--- config.mk ---
export PLATFORM = sky130hd
export DESIGN_NAME = udma_i2c_cmd_arbiter_flat
export DESIGN_NICKNAME = d
export VERILOG_FILES = /design/src/rtl/udma_i2c_cmd_arbiter_if.sv /design/src/rtl/udma_i2c_cmd_arbiter.sv /design/src/flat_wrapper.sv
export SDC_FILE = /design/constraint.sdc
export NUM_CORES = 1
export LEC_CHECK = 0
export CAP_MARGIN = 20
export CORE_MARGIN = 8
export CORE_UTILIZATION = 22
export CTS_BUF_LIST = sky130_fd_sc_hd__clkbuf_4 sky130_fd_sc_hd__clkbuf_8
export CTS_CLUSTER_DIAMETER = 30
export DETAILED_ROUTE_END_ITERATION = 8
export GPL_TIMING_DRIVEN = 0
export PLACE_DENSITY = 0.85
export SETUP_SLACK_MARGIN = 0.02
export SLEW_MARGIN = 20
export SYNTH_ARGS = -nofsm -noshare
export SYNTH_HDL_FRONTEND = slang
export SYNTH_SLANG_ARGS = --single-unit
--- constraint.sdc ---
create_clock -name clk_i -period 1.8 [get_ports clk_i]
set_clock_uncertainty 0.2 [all_clocks]
set_input_delay 0.27 -clock clk_i [delete_from_list [all_inputs] [get_ports clk_i]]
set_output_delay 0.27 -clock clk_i [all_outputs]
set_load 0.02 [all_outputs]
--- src/rtl/udma_i2c_cmd_arbiter_if.sv ---
//------------------------------------------------------------------------------
// Module  : udma_i2c_cmd_arbiter_if
// Brief   : Command-stream bundle between N_REQ command sources, the
//           udma_i2c_cmd_arbiter and udma_i2c_control. Signal names keep
//           their direction suffix as seen from the arbiter.
// Revision: 1.0 - initial release
//------------------------------------------------------------------------------
`default_nettype none

interface udma_i2c_cmd_arbiter_if #(
  parameter int N_REQ     = 2,
  parameter int CMD_WIDTH = 32
);

  // Requester side: slice i of req_cmd_i is [i*CMD_WIDTH +: CMD_WIDTH]
  logic [N_REQ*CMD_WIDTH-1:0] req_cmd_i;
  logic [N_REQ-1:0]           req_valid_i;
  logic [N_REQ-1:0]           req_ready_o;

  // Controller side
  logic [CMD_WIDTH-1:0]       cmd_o;
  logic                       cmd_valid_o;
  logic                       cmd_ready_i;

  // Status
  logic [N_REQ-1:0]           grant_o;
  logic                       busy_o;
  logic                       timeout_o;

  // Environment side: drives requests and controller ready, observes the rest
  modport master (
    output req_cmd_i, req_valid_i, cmd_ready_i,
    input  req_ready_o, cmd_o, cmd_valid_o, grant_o, busy_o, timeout_o
  );

  // Arbiter side
  modport slave (
    input  req_cmd_i, req_valid_i, cmd_ready_i,
    output req_ready_o, cmd_o, cmd_valid_o, grant_o, busy_o, timeout_o
  );

endinterface

`default_nettype wire

--- src/rtl/udma_i2c_cmd_arbiter.sv ---
//------------------------------------------------------------------------------
// Module  : udma_i2c_cmd_arbiter
// Brief   : Round-robin arbiter sharing the I2C command stream between N_REQ
//           command sources. The grant is locked from the first command of a
//           source until one of its STOP commands is accepted, so transactions
//           never interleave. Optional stall watchdog enabled by defining
//           UDMA_I2C_ARB_TIMEOUT_EN.
// Revision: 1.0 - initial release
//------------------------------------------------------------------------------
`default_nettype none

module udma_i2c_cmd_arbiter #(
  parameter int          N_REQ          = 2,
  parameter int          CMD_WIDTH      = 32,
  parameter logic [3:0]  CMD_STOP       = 4'h2,
  parameter int          TIMEOUT_CYCLES = 1024
) (
  input  wire logic            clk_i,
  input  wire logic            rstn_i,
  input  wire logic            clr_i,
  udma_i2c_cmd_arbiter_if.slave bus
);

  localparam int               PTR_W    = (N_REQ > 1) ? $clog2(N_REQ) : 1;
  localparam logic [PTR_W-1:0] LAST_RST = PTR_W'(N_REQ - 1);

  typedef enum logic {
    ST_IDLE   = 1'b0,
    ST_LOCKED = 1'b1
  } state_t;

  state_t               state_q, state_d;
  logic [N_REQ-1:0]     grant_q, grant_d;
  logic [PTR_W-1:0]     gidx_q, gidx_d;
  logic [PTR_W-1:0]     last_ptr_q, last_ptr_d;
  logic                 timeout_q, timeout_d;

  logic                 locked;
  logic [PTR_W-1:0]     sel_idx;
  logic                 sel_found;
  logic [CMD_WIDTH-1:0] gnt_cmd;
  logic                 gnt_valid;
  logic                 out_valid;
  logic                 hs;
  logic                 stop_hs;
  logic                 wdog_hit;

  assign locked = (state_q == ST_LOCKED);

  // Ring scan starting just after the last releasing requester; first valid wins
  always_comb begin
    sel_idx   = '0;
    sel_found = 1'b0;
    for (int k = 1; k <= N_REQ; k++) begin
      int               cand;
      logic [PTR_W-1:0] cand_idx;
      cand = int'(last_ptr_q) + k;
      if (cand >= N_REQ) begin
        cand = cand - N_REQ;
      end
      cand_idx = PTR_W'(cand);
      if (!sel_found && bus.req_valid_i[cand_idx]) begin
        sel_found = 1'b1;
        sel_idx   = cand_idx;
      end
    end
  end

  // One-hot mux of the granted requester; all zeros while nothing is granted
  always_comb begin
    gnt_cmd   = '0;
    gnt_valid = 1'b0;
    for (int i = 0; i < N_REQ; i++) begin
      if (grant_q[i]) begin
        gnt_cmd   = bus.req_cmd_i[i*CMD_WIDTH +: CMD_WIDTH];
        gnt_valid = bus.req_valid_i[i];
      end
    end
  end

  // Zero-latency pass-through while locked; clr blocks any handshake
  assign out_valid       = locked & ~clr_i & gnt_valid;
  assign hs              = out_valid & bus.cmd_ready_i;
  assign stop_hs         = hs & (gnt_cmd[CMD_WIDTH-1 -: 4] == CMD_STOP);

  assign bus.cmd_o       = gnt_cmd;
  assign bus.cmd_valid_o = out_valid;
  assign bus.req_ready_o = (locked && !clr_i && bus.cmd_ready_i) ? grant_q : '0;
  assign bus.grant_o     = grant_q;
  assign bus.busy_o      = locked;
  assign bus.timeout_o   = timeout_q;

`ifdef UDMA_I2C_ARB_TIMEOUT_EN
  localparam int CNT_W = $clog2(TIMEOUT_CYCLES + 1);

  logic [CNT_W-1:0] wdog_cnt_q, wdog_cnt_d;

  // Count locked cycles with no command offered; a stalled controller
  // (valid without ready) holds the count rather than advancing it
  always_comb begin
    wdog_cnt_d = wdog_cnt_q;
    wdog_hit   = 1'b0;
    if (!locked || clr_i || hs) begin
      wdog_cnt_d = '0;
    end else if (!out_valid) begin
      if (wdog_cnt_q == CNT_W'(TIMEOUT_CYCLES - 1)) begin
        wdog_hit   = 1'b1;
        wdog_cnt_d = '0;
      end else begin
        wdog_cnt_d = wdog_cnt_q + 1'b1;
      end
    end
  end

  // Watchdog counter register
  always_ff @(posedge clk_i or negedge rstn_i) begin
    if (!rstn_i) begin
      wdog_cnt_q <= '0;
    end else begin
      wdog_cnt_q <= wdog_cnt_d;
    end
  end
`else
  logic unused_timeout_cfg;

  assign wdog_hit           = 1'b0;
  assign unused_timeout_cfg = (TIMEOUT_CYCLES == 0);
`endif

  // Next-state: clr overrides everything; release on accepted STOP or watchdog
  always_comb begin
    state_d    = state_q;
    grant_d    = grant_q;
    gidx_d     = gidx_q;
    last_ptr_d = last_ptr_q;
    timeout_d  = 1'b0;
    if (clr_i) begin
      state_d    = ST_IDLE;
      grant_d    = '0;
      gidx_d     = '0;
      last_ptr_d = LAST_RST;
    end else begin
      case (state_q)
        ST_IDLE: begin
          if (sel_found) begin
            state_d          = ST_LOCKED;
            grant_d          = '0;
            grant_d[sel_idx] = 1'b1;
            gidx_d           = sel_idx;
          end
        end
        ST_LOCKED: begin
          if (stop_hs || wdog_hit) begin
            state_d    = ST_IDLE;
            grant_d    = '0;
            last_ptr_d = gidx_q;
            timeout_d  = wdog_hit;
          end
        end
        default: begin
          state_d = ST_IDLE;
          grant_d = '0;
        end
      endcase
    end
  end

  // State, grant and round-robin pointer registers
  always_ff @(posedge clk_i or negedge rstn_i) begin
    if (!rstn_i) begin
      state_q    <= ST_IDLE;
      grant_q    <= '0;
      gidx_q     <= '0;
      last_ptr_q <= LAST_RST;
      timeout_q  <= 1'b0;
    end else begin
      state_q    <= state_d;
      grant_q    <= grant_d;
      gidx_q     <= gidx_d;
      last_ptr_q <= last_ptr_d;
      timeout_q  <= timeout_d;
    end
  end

endmodule

`default_nettype wire
--- src/flat_wrapper.sv ---
// flat-port wrapper written by rule: the top's interface ports become plain ports
module udma_i2c_cmd_arbiter_flat 
#(
  parameter int          N_REQ          = 2,
  parameter int          CMD_WIDTH      = 32,
  parameter logic [3:0]  CMD_STOP       = 4'h2,
  parameter int          TIMEOUT_CYCLES = 1024
)
  (clk_i, rstn_i, clr_i, bus_req_cmd_i, bus_req_valid_i, bus_cmd_ready_i, bus_req_ready_o, bus_cmd_o, bus_cmd_valid_o, bus_grant_o, bus_busy_o, bus_timeout_o);
  udma_i2c_cmd_arbiter_if #(.N_REQ(N_REQ), .CMD_WIDTH(CMD_WIDTH)) bus_i ();
  input  wire logic clk_i;
  input  wire logic rstn_i;
  input  wire logic clr_i;
  input wire logic [$bits(bus_i.req_cmd_i)-1:0] bus_req_cmd_i;
  input wire logic [$bits(bus_i.req_valid_i)-1:0] bus_req_valid_i;
  input wire logic [$bits(bus_i.cmd_ready_i)-1:0] bus_cmd_ready_i;
  output wire logic [$bits(bus_i.req_ready_o)-1:0] bus_req_ready_o;
  output wire logic [$bits(bus_i.cmd_o)-1:0] bus_cmd_o;
  output wire logic [$bits(bus_i.cmd_valid_o)-1:0] bus_cmd_valid_o;
  output wire logic [$bits(bus_i.grant_o)-1:0] bus_grant_o;
  output wire logic [$bits(bus_i.busy_o)-1:0] bus_busy_o;
  output wire logic [$bits(bus_i.timeout_o)-1:0] bus_timeout_o;
  assign bus_i.req_cmd_i = bus_req_cmd_i;
  assign bus_i.req_valid_i = bus_req_valid_i;
  assign bus_i.cmd_ready_i = bus_cmd_ready_i;
  assign bus_req_ready_o = bus_i.req_ready_o;
  assign bus_cmd_o = bus_i.cmd_o;
  assign bus_cmd_valid_o = bus_i.cmd_valid_o;
  assign bus_grant_o = bus_i.grant_o;
  assign bus_busy_o = bus_i.busy_o;
  assign bus_timeout_o = bus_i.timeout_o;
  udma_i2c_cmd_arbiter #(.N_REQ(N_REQ), .CMD_WIDTH(CMD_WIDTH), .CMD_STOP(CMD_STOP), .TIMEOUT_CYCLES(TIMEOUT_CYCLES)) u_core (.clk_i(clk_i), .rstn_i(rstn_i), .clr_i(clr_i), .bus(bus_i));
endmodule
==> results of run 1 <==
-- final cells by class --
| class | count | area [µm²] | area share [%] |
|---|---|---|---|
| timing repair buffer | 114 | 1100 | 58.6 |
| multi-input combinational | 66 | 488 | 25.9 |
| clock buffer | 4 | 30.0 | 1.59 |
| inverter | 1 | 3.75 | 0.199 |
| sequential | 5 | 129 | 6.83 |
| buffer | 8 | 91.3 | 4.84 |
| tap | 31 | 38.8 | 2.06 |
-- timing repair --
action	CTS	global route
cloned	1	0
pin swaps	0	7
setup buffers	5	1
setup endpoints to repair	36	36
gates resized for setup	195	11
hold buffers	0	0
-- where the power goes --
group	total [µW]	leakage, µW	switching, µW	internal, µW
Sequential	125	0.0000599	5.95	119
Combinational	541	0.000786	223	318
Clock	142	0.0000184	43.1	98.7
-- flip-flops by register name, indices dropped and copies added, names as in the netlist --
| register | cells |
|---|---|
| u_core.gidx_q | 1 |
| u_core.bus.busy_o | 1 |
| u_core.bus.grant_o | 2 |
| u_core.last_ptr_q | 1 |
-- worst max-delay path: cells and delay by family (launching register included) --
kind / cells / cell delay, ps
DFF: 1 / 410
buffers and inverters: 3 / 390
AOI/OAI and AO/OA: 1 / 220
and+or+nand+nor: 1 / 140
-- stage by stage --
step                      TNS, ps  setup WS [ps]  power, µW  area, µm²
after floorplan                 0           54.0        324        657
after global placement     -13990           -469        625       1770
after detailed placement   -15930           -522        633       1770
after CTS                   -1160          -60.3        810       1870
after global routing        -2560           -126        857       1890
final                        -834          -71.8        808       1890
-- layer usage --
layer | track usage (%) | wire (µm)
met2 | 30.2 | 2320
met3 | 6.78 | 416
met1 | 15.6 | 1510
met4 | 3.57 | 36
met5 | 0 | 0
-- layout by cell type (no fill, tap or decap), types with 2 or more instances in the layout --
cell	count
clkdlybuf4s50_1	69
dfrtp_1	2
nor3_1	2
nand2_1	11
dfrtp_2	2
buf_4	12
clkbuf_8	2
clkbuf_4	4
a22o_1	29
nor2_1	4
and3_1	2
buf_6	24
buf_2	8
nand3b_1	3
dlygate4sd2_1	3
-- worst max path at each step --
stage	start	to	slack [ps]	depth (start not counted)
after floorplan	u_core.bus.grant_o[1]	u_core.last_ptr_q	50	5
after global placement	u_core.bus.grant_o[0]	bus_cmd_o[18]	-470	5
after detailed placement	u_core.bus.grant_o[1]	bus_cmd_o[18]	-520	5
after CTS	u_core.bus.grant_o[0]	bus_cmd_o[18]	-60	5
after global routing	u_core.bus.grant_o[0]	bus_cmd_o[4]	-130	5
final	u_core.bus.grant_o[0]	bus_cmd_o[4]	-70	5
-- logic make-up (layout without fill, tap and decap cells) --
| group | count (synthesis) | after routing |
|---|---|---|
| AO/OA/AOI/OAI | 36 | 36 |
| AND/OR/NAND/NOR | 28 | 28 |
| buffers and inverters | 9 | 127 |
| flip-flops | 5 | 5 |
| other | 1 | 1 |
| multiplexers | 1 | 1 |
==> impl_metrics.json, run 1 <==
{
  "status": "finished with violations",
  "failed_checks": "setup timing",
  "die_x_um": 70.4,
  "ir_worst_vdd_mv": 0.327,
  "final_max_slew_viol_count": 0,
  "dp.final_hpwl_um": 3580,
  "cap_violations": 0,
  "layout_setup_ws_ps": -71.8,
  "drt_first_iter_violations": 27,
  "clock_latency_ps": 240,
  "rsz0062_at_grt": "yes",
  "cts_max_path_buffers": 2,
  "numCtsBuffers": 3,
  "hold_violations": 0,
  "cts_tree": "done",
  "synth_compound_area_share_pct": 48.2,
  "synth_area_leaders": "a22o_1, dfrtp_1, nand2_1",
  "syn_area_um2": 652,
  "synth_commonest_cells": "a22o_1, nand2_1, dfrtp_1, nor2_1",
  "synth-seq-cells": 5,
  "n_antenna_cell": 0,
  "synth-simple-area-share_pct": 22.5,
  "n_fill_cell": 237,
  "dp_cells": 218,
  "rows": 19,
  "fp.dieArea_mm2": 0.00496,
  "cp_common_cell": "buf_6",
  "path_max_fanout": 8,
  "muxShareOfSynthArea_pct": 1.54,
  "holdWs_ps": 52.3,
  "crit_type": "flop to output port",
  "vias": 1097,
  "p_leak_uw": 0.000864,
  "dr.pass1.iters": 4,
  "power_density_mw_per_mm2": 428,
  "synth_area_leader_cell": "a22o_1",
  "ioPinCount": 109,
  "worst_setup_path_end_kind": "output port",
  "syn_nets": 150,
  "synth.top_cell.area_share_pct": 39.0,
  "worstPathArrival_ps": 1400,
  "grt_usage_pct": 16.0,
  "die_h_um": 70.4,
  "ant_nets": 0,
  "cts_num_sinks": 5,
  "syn2layout_area_growth_pct": 189,
  "setup_viol": 29,
  "ys.flop_type": "dfrtp_1",
  "ys_types": 26,
  "post-route-util_pct": 67.8,
  "syn_avg_cell_area_um2": 8.15,
  "fin_crit_sh_pct": 104,
  "grt_overflow": 0,
  "synth-seq-area-share_pct": 19.4,
  "synthXorXnorAreaFrac_pct": 0,
  "gp_congestion": 0.743,
  "cts_root_buffer": "clkbuf_4",
  "hp-class": "input pin to async pin",
  "maxClockFrequency_mhz": 534,
  "start_util_pct": 23.4,
  "drc": 0,
  "antenna_found_initial": 0,
  "crit_slowest_cell": "dfrtp_2",
  "r2r_start": "u_core.bus.grant_o[1]",
  "synth-adder-area-share_pct": 0,
  "grt_pass1_wl_um": 6500,
  "grt_pass1_vias": 1185,
  "wl_per_cell_um": 18.7,
  "cts.clk_slew.worst_paths_ps": 40,
  "worstReg2RegEnd": "u_core.last_ptr_q",
  "worstPathCellList": "nor2b_4 > buf_6 > buf_12 > a22o_1 > buf_6",
  "finalCriticalPeriod_ps": 1870,
  "r2r_setup_slack_ps": 80,
  "core_mm2": 0.00278,
  "slowest_delay_ps": 410,
  "synth_edf_count": 0,
  "synth_top_family_by_area": "compound AO/OA/AOI/OAI gates",
  "port_buffers": 107,
  "rr_worst_depth": 5,
  "htree_levels": 1,
  "routed_wl_um": 4270,
  "ys_warn_count": 0,
  "syn_inst": 80,
  "grt_max_degree": 11,
  "start_kind": "flop",
  "synthArstFlopShare_pct": 100,
  "finish.net_count": 269,
  "viasPerCell": 4.79,
  "drive_gt1_share_pct": 32.8,
  "worst_ep_required_time_ps": 1330,
  "finalNonFillerCells": 229,
  "post-synth-top-count-cell": "a22o_1"
}
Power figures use the tool's default switching activity.
==> inputs of run 2 (changes only) <==
--- a/config.mk
+++ b/config.mk
@@ -6,13 +6,12 @@
 export NUM_CORES = 1
 export LEC_CHECK = 0
 export CAP_MARGIN = 20
-export CORE_MARGIN = 8
 export CORE_UTILIZATION = 22
 export CTS_BUF_LIST = sky130_fd_sc_hd__clkbuf_4 sky130_fd_sc_hd__clkbuf_8
 export CTS_CLUSTER_DIAMETER = 30
 export DETAILED_ROUTE_END_ITERATION = 8
 export GPL_TIMING_DRIVEN = 0
-export PLACE_DENSITY = 0.85
+export PLACE_DENSITY = 0.82
 export SETUP_SLACK_MARGIN = 0.02
 export SLEW_MARGIN = 20
 export SYNTH_ARGS = -nofsm -noshare
==> run 2 against run 1 <==
The flow still finishes with violations (setup timing). Maximum frequency is 3.1% lower. Sequential power is essentially flat. Die area is 36% lower. Sequential cell count did not move. Largest cell class unchanged. Routed wire length down 4.2%. Clock power about the same. Worst hold slack got worse by 7.7 ps. Global-route usage rose by 7.2 points. Final cell count increased by 3.9%. Clock-buffer cell count did not move. Design area is 9.2% higher. Power rose by 7.0%.
==> impl_metrics.json, run 2 (synthesized netlist as in run 1, its figures left out) <==
{
  "status": "finished with violations",
  "maxClockFrequency_mhz": 518,
  "worstPathCellList": "buf_6 > buf_6 > clkbuf_16 > a22o_1 > buf_6",
  "drt_first_iter_violations": 49,
  "worst_ep_required_time_ps": 1330,
  "start_kind": "flop",
  "clock_latency_ps": 240,
  "path_max_fanout": 6,
  "post-route-util_pct": 74.0,
  "gp_congestion": 0.845,
  "worst_setup_path_end_kind": "output port",
  "drc": 0,
  "p_clk_share_pct": 16.3,
  "largest_reg_flops": 2,
  "grt_overflow": 0,
  "start_util_pct": 23.4,
  "fp.dieArea_mm2": 0.00318,
  "slowest_delay_ps": 430,
  "finish.net_count": 278,
  "layout_setup_ws_ps": -131,
  "finalCriticalPeriod_ps": 1930,
  "crit_type": "flop to output port",
  "power_density_mw_per_mm2": 420,
  "critPathTopFamily": "buffers and inverters",
  "critPathBufInv": 4,
  "cts_max_path_buffers": 2,
  "cts.clk_slew.worst_paths_ps": 40,
  "viasPerCell": 4.87,
  "combinationalPowerShare_pct": 69.2,
  "fin_crit_sh_pct": 107,
  "p_leak_uw": 0.000946,
  "drive_gt1_share_pct": 36.2,
  "wl_per_cell_um": 17.2,
  "total_power_uw": 865,
  "core_mm2": 0.00278,
  "n_antenna_cell": 0,
  "routed_wl_um": 4090,
  "r2r_start": "u_core.bus.grant_o[1]",
  "htree_levels": 1,
  "hp-class": "input pin to async pin",
  "ioPinCount": 109,
  "worstPathArrival_ps": 1460,
  "port_buffers": 107,
  "cts_num_sinks": 5,
  "p_seq_share_pct": 14.5,
  "layout_commonest_cell": "clkdlybuf4s50_1",
  "syn2layout_area_growth_pct": 216,
  "grt_pass1_vias": 1156,
  "rsz0062_at_grt": "yes",
  "fin_area_mm2": 0.00206,
  "final_max_slew_viol_count": 0,
  "rows": 19,
  "antenna_found_initial": 0,
  "vias": 1160,
  "cts_root_buffer": "clkbuf_4",
  "die_h_um": 56.4,
  "grt_max_degree": 11,
  "ir_worst_vdd_mv": 0.404,
  "setup_viol": 30,
  "ant_nets": 0,
  "die_x_um": 56.4,
  "holdWs_ps": 44.6,
  "p_sw_share_pct": 33.5,
  "crit_slowest_cell": "dfrtp_2",
  "layout_common_cells": "clkdlybuf4s50_1, buf_6, a22o_1",
  "n_fill_cell": 199,
  "cp-startpoint": "u_core.bus.grant_o[1]",
  "dp.final_hpwl_um": 2770,
  "numCtsBuffers": 3,
  "grt_pass1_wl_um": 5790,
  "p_sw_uw": 290,
  "dr.pass1.iters": 4,
  "timing.setup.tns_ps": -2480,
  "cp_common_cell": "buf_6",
  "hold_violations": 0,
  "dpl_cell_area_mm2": 0.00177,
  "failed_checks": "setup timing",
  "cap_violations": 0,
  "cts_tree": "done",
  "cellInternalPower_uw": 575,
  "grt_usage_pct": 23.2
}
-- run 2: stage by stage --
step | cells | setup WS [ps]
3_5_place_dp | 218 | -485
2_1_floorplan | 80 | 54.0
4_1_cts | 233 | -132
6_report | 238 | -131
3_3_place_gp | 218 | -467
5_1_grt | 238 | -166
-- run 2: layout make-up --
cell class                      instances  area [µm²]  share of cell area (%)
Timing Repair Buffer                  123        1240                    60.1
Multi-Input combinational cell         66         513                    24.9
Sequential cell                         5         129                    6.26
Buffer                                  8         106                    5.17
Tap cell                               31        38.8                    1.88
Clock buffer                            4        30.0                    1.46
Inverter                                1        3.75                   0.182
-- run 2: metal layers --
layer / vias up / part of all wire (%) / GRT usage [%]
li1: 568 / - / -
met1: 528 / 38 / 24.4
met2: 56 / 53 / 44.5
met3: 8 / 7.4 / 6.45
met4: 0 / 1.8 / 6.27
met5: - / 0 / 0
-- run 2: path summary, 6_finish.rpt --
| kind | slack (ps) | depth (start not counted) | endpoint |
|---|---|---|---|
| min in group clk_i | 290 | 2 | u_core.gidx_q |
| min reg2reg | 290 | 2 | u_core.gidx_q |
| max | -130 | 5 | bus_cmd_o[17] |
| max reg2reg | -50 | 6 | u_core.last_ptr_q |
| min | 40 | 1 | u_core.bus.busy_o |
| max in group asynchronous | 1100 | 1 | u_core.last_ptr_q |
-- run 2: worst reg2reg max path: stages, from the launching register on --
cell and delay (ps):
dfrtp_2 430, buf_6 150, buf_6 120, buf_6 110, a221oi_4 260, and4b_4 310, mux2i_1 190
-- run 2: timing repair --
item | 4_1_cts | 5_1_grt
endpoints found under the setup margin | 36 | 39
gates cloned | 3 | 1
pin swaps | 3 | 9
buffers inserted | 8 | 4
gates resized for setup | 215 | 21
hold buffers | 0 | 0
-- run 2: power by group through the flow --
stage,Combinational (µW),Sequential [µW],Clock (µW)
final,598,125,141
after floorplan,191,133,0
after global routing,622,126,151
after CTS,555,125,149
after detailed placement,496,129,0
after global placement,492,129,0
==> inputs of run 3 (changes only) <==
--- a/config.mk
+++ b/config.mk
@@ -6,13 +6,13 @@
 export NUM_CORES = 1
 export LEC_CHECK = 0
 export CAP_MARGIN = 20
-export CORE_UTILIZATION = 22
-export CTS_BUF_LIST = sky130_fd_sc_hd__clkbuf_4 sky130_fd_sc_hd__clkbuf_8
+export CORE_UTILIZATION = 21
 export CTS_CLUSTER_DIAMETER = 30
 export DETAILED_ROUTE_END_ITERATION = 8
 export GPL_TIMING_DRIVEN = 0
-export PLACE_DENSITY = 0.82
+export PLACE_DENSITY = 0.79
 export SETUP_SLACK_MARGIN = 0.02
+export SKIP_LAST_GASP = 1
 export SLEW_MARGIN = 20
 export SYNTH_ARGS = -nofsm -noshare
 export SYNTH_HDL_FRONTEND = slang
==> run 3 against run 2 <==
The run ends with DRC, setup timing left. Sequential cell count is the same. Register-to-register slack gained 130 ps. Final cell count shrank 2.5%. Power shrank 4.3%. Combinational power shrank 5.4%. Critical path depth is the same. Clock-buffer cell count is the same. Critical path type unchanged. Largest cell class unchanged. Design area shrank 4.6%. Global-route usage shrank 1.1 points. Via count shrank 1.6%.
==> impl_metrics.json, run 3 (synthesized netlist as in run 1, its figures left out) <==
{
  "cts_max_path_buffers": 2,
  "n_fill_cell": 228,
  "drc": 10,
  "rr_worst_depth": 5,
  "rows": 19,
  "cts_root_buffer": "clkbuf_4",
  "finalCriticalPeriod_ps": 1860,
  "regArea_um2": 129,
  "worstPathArrival_ps": 1390,
  "finalNonFillerCells": 232,
  "finish.net_count": 272,
  "antenna_found_initial": 0,
  "grtUsageMet2_pct": 45.0,
  "crit_slowest_cell": "dfrtp_2",
  "cts_num_sinks": 5,
  "htree_levels": 1,
  "syn2layout_area_growth_pct": 201,
  "viasPerCell": 4.92,
  "worstPathCellList": "nor2b_4 > buf_6 > buf_8 > a22o_1 > buf_4",
  "r2r_setup_slack_ps": 80,
  "hold_violations": 0,
  "gp_congestion": 0.803,
  "worstReg2RegEnd": "u_core.last_ptr_q",
  "start_kind": "flop",
  "worst_setup_path_end_kind": "output port",
  "dp.final_hpwl_um": 3070,
  "routed_wl_um": 4040,
  "cts_tree": "done",
  "timing.setup.tns_ps": -613,
  "fp.dieArea_mm2": 0.00333,
  "vias": 1142,
  "rsz0062_at_grt": "yes",
  "worst_ep_required_time_ps": 1330,
  "grt_pass1_wl_um": 5640,
  "busiest_layer": "met2",
  "n_antenna_cell": 0,
  "cts.clk_slew.worst_paths_ps": 50,
  "layout_common_cells": "clkdlybuf4s50_1, buf_6, a22o_1",
  "p_sw_share_pct": 34.6,
  "dp_cells": 218,
  "multi_input_area_um2": 495,
  "wl_per_cell_um": 17.4,
  "ir_worst_vdd_mv": 0.275,
  "globalRouteMet1Util_pct": 21.8,
  "grt_util_met3_pct": 4.91,
  "largest_reg_flops": 2,
  "start_util_pct": 22.9,
  "combinationalPowerShare_pct": 68.4,
  "maxClockFrequency_mhz": 538,
  "path_max_fanout": 10,
  "die_x_um": 57.7,
  "layout_setup_ws_ps": -59.0,
  "status": "finished with violations",
  "fin_crit_sh_pct": 103,
  "cap_violations": 0,
  "p_sw_uw": 286,
  "grt_pass1_vias": 1132,
  "r2r_start": "u_core.bus.grant_o[1]",
  "grt_usage_pct": 22.2,
  "final_max_slew_viol_count": 0,
  "p_seq_share_pct": 15.1,
  "die_h_um": 57.7,
  "setup_viol": 23,
  "crit_type": "flop to output port",
  "hp-class": "input pin to async pin",
  "slowest_delay_ps": 400,
  "failed_checks": "DRC, setup timing",
  "clock_latency_ps": 250,
  "power_density_mw_per_mm2": 421,
  "core_mm2": 0.00285,
  "numCtsBuffers": 3,
  "drt_first_iter_violations": 48,
  "drive_gt1_share_pct": 33.3,
  "grt_max_degree": 11,
  "ctsHoldBuffers": 0,
  "cellInternalPower_uw": 541,
  "p_clk_share_pct": 16.5,
  "ant_nets": 0,
  "layout_commonest_cell": "clkdlybuf4s50_1",
  "dr.pass1.iters": 6,
  "port_buffers": 107,
  "ioPinCount": 109,
  "grt_overflow": 0,
  "p_leak_uw": 0.000914
}
[run 3: worst max-delay path by stage]
stage / start / endpoint / slack [ps] / cells after the start
after floorplan: u_core.bus.grant_o[1] / u_core.last_ptr_q / 50 / 5
after global placement: clr_i / bus_cmd_valid_o / -480 / 4
after detailed placement: u_core.bus.grant_o[1] / bus_cmd_o[0] / -490 / 4
after CTS: u_core.bus.grant_o[1] / bus_cmd_o[0] / -170 / 4
after global routing: u_core.bus.grant_o[1] / bus_cmd_o[20] / -100 / 5
final: u_core.bus.grant_o[0] / bus_cmd_o[21] / -60 / 5
[run 3: area by class of cell]
cell class / count / share of cell area [%]
sequential: 5 / 6.56
tap: 31 / 1.97
timing repair buffer: 117 / 58.8
multi-input combinational: 66 / 25.2
inverter: 1 / 0.191
clock buffer: 4 / 1.34
buffer: 8 / 5.92
[run 3: worst max-delay path, delay by kind of cell, from the launching register on]
| kind | cells | cell delay (ps) |
|---|---|---|
| simple gates | 1 | 140 |
| flops | 1 | 400 |
| buf+inv | 3 | 420 |
| compound gates | 1 | 180 |
[run 3: routing by layer]
| layer | part of all wire [%] | vias up |
|---|---|---|
| met1 | 34 | 524 |
| li1 | - | 552 |
| met3 | 9.0 | 10 |
| met2 | 55 | 56 |
| met4 | 2.0 | 0 |
| met5 | 0 | - |
[run 3: timing repair]
item | in CTS | in global routing
pin swaps | 1 | 3
gates cloned | 1 | 1
endpoints found under the hold margin | 0 | 0
setup buffers | 6 | 2
setup endpoints to repair | 36 | 36
resized for setup | 205 | 16
[run 3: power by group through the flow]
stage,logic (µW),registers [µW],clock network [µW]
after floorplan,191,133,0
after global placement,492,129,0
after detailed placement,499,129,0
after CTS,542,125,140
after global routing,592,126,145
final,566,125,137
[run 3: stage by stage]
step	power (µW)	hold slack [ps]	util (%)	cell area, µm²	setup WS, ps
6_report	828	45.3	68.9	1960	-59.0
5_1_grt	863	51.6	68.9	1960	-103
4_1_cts	806	46.9	66.7	1900	-173
3_5_place_dp	628	275	61.9	1770	-487
3_3_place_gp	620	267	61.9	1770	-484
2_1_floorplan	324	-226	-	657	54.0
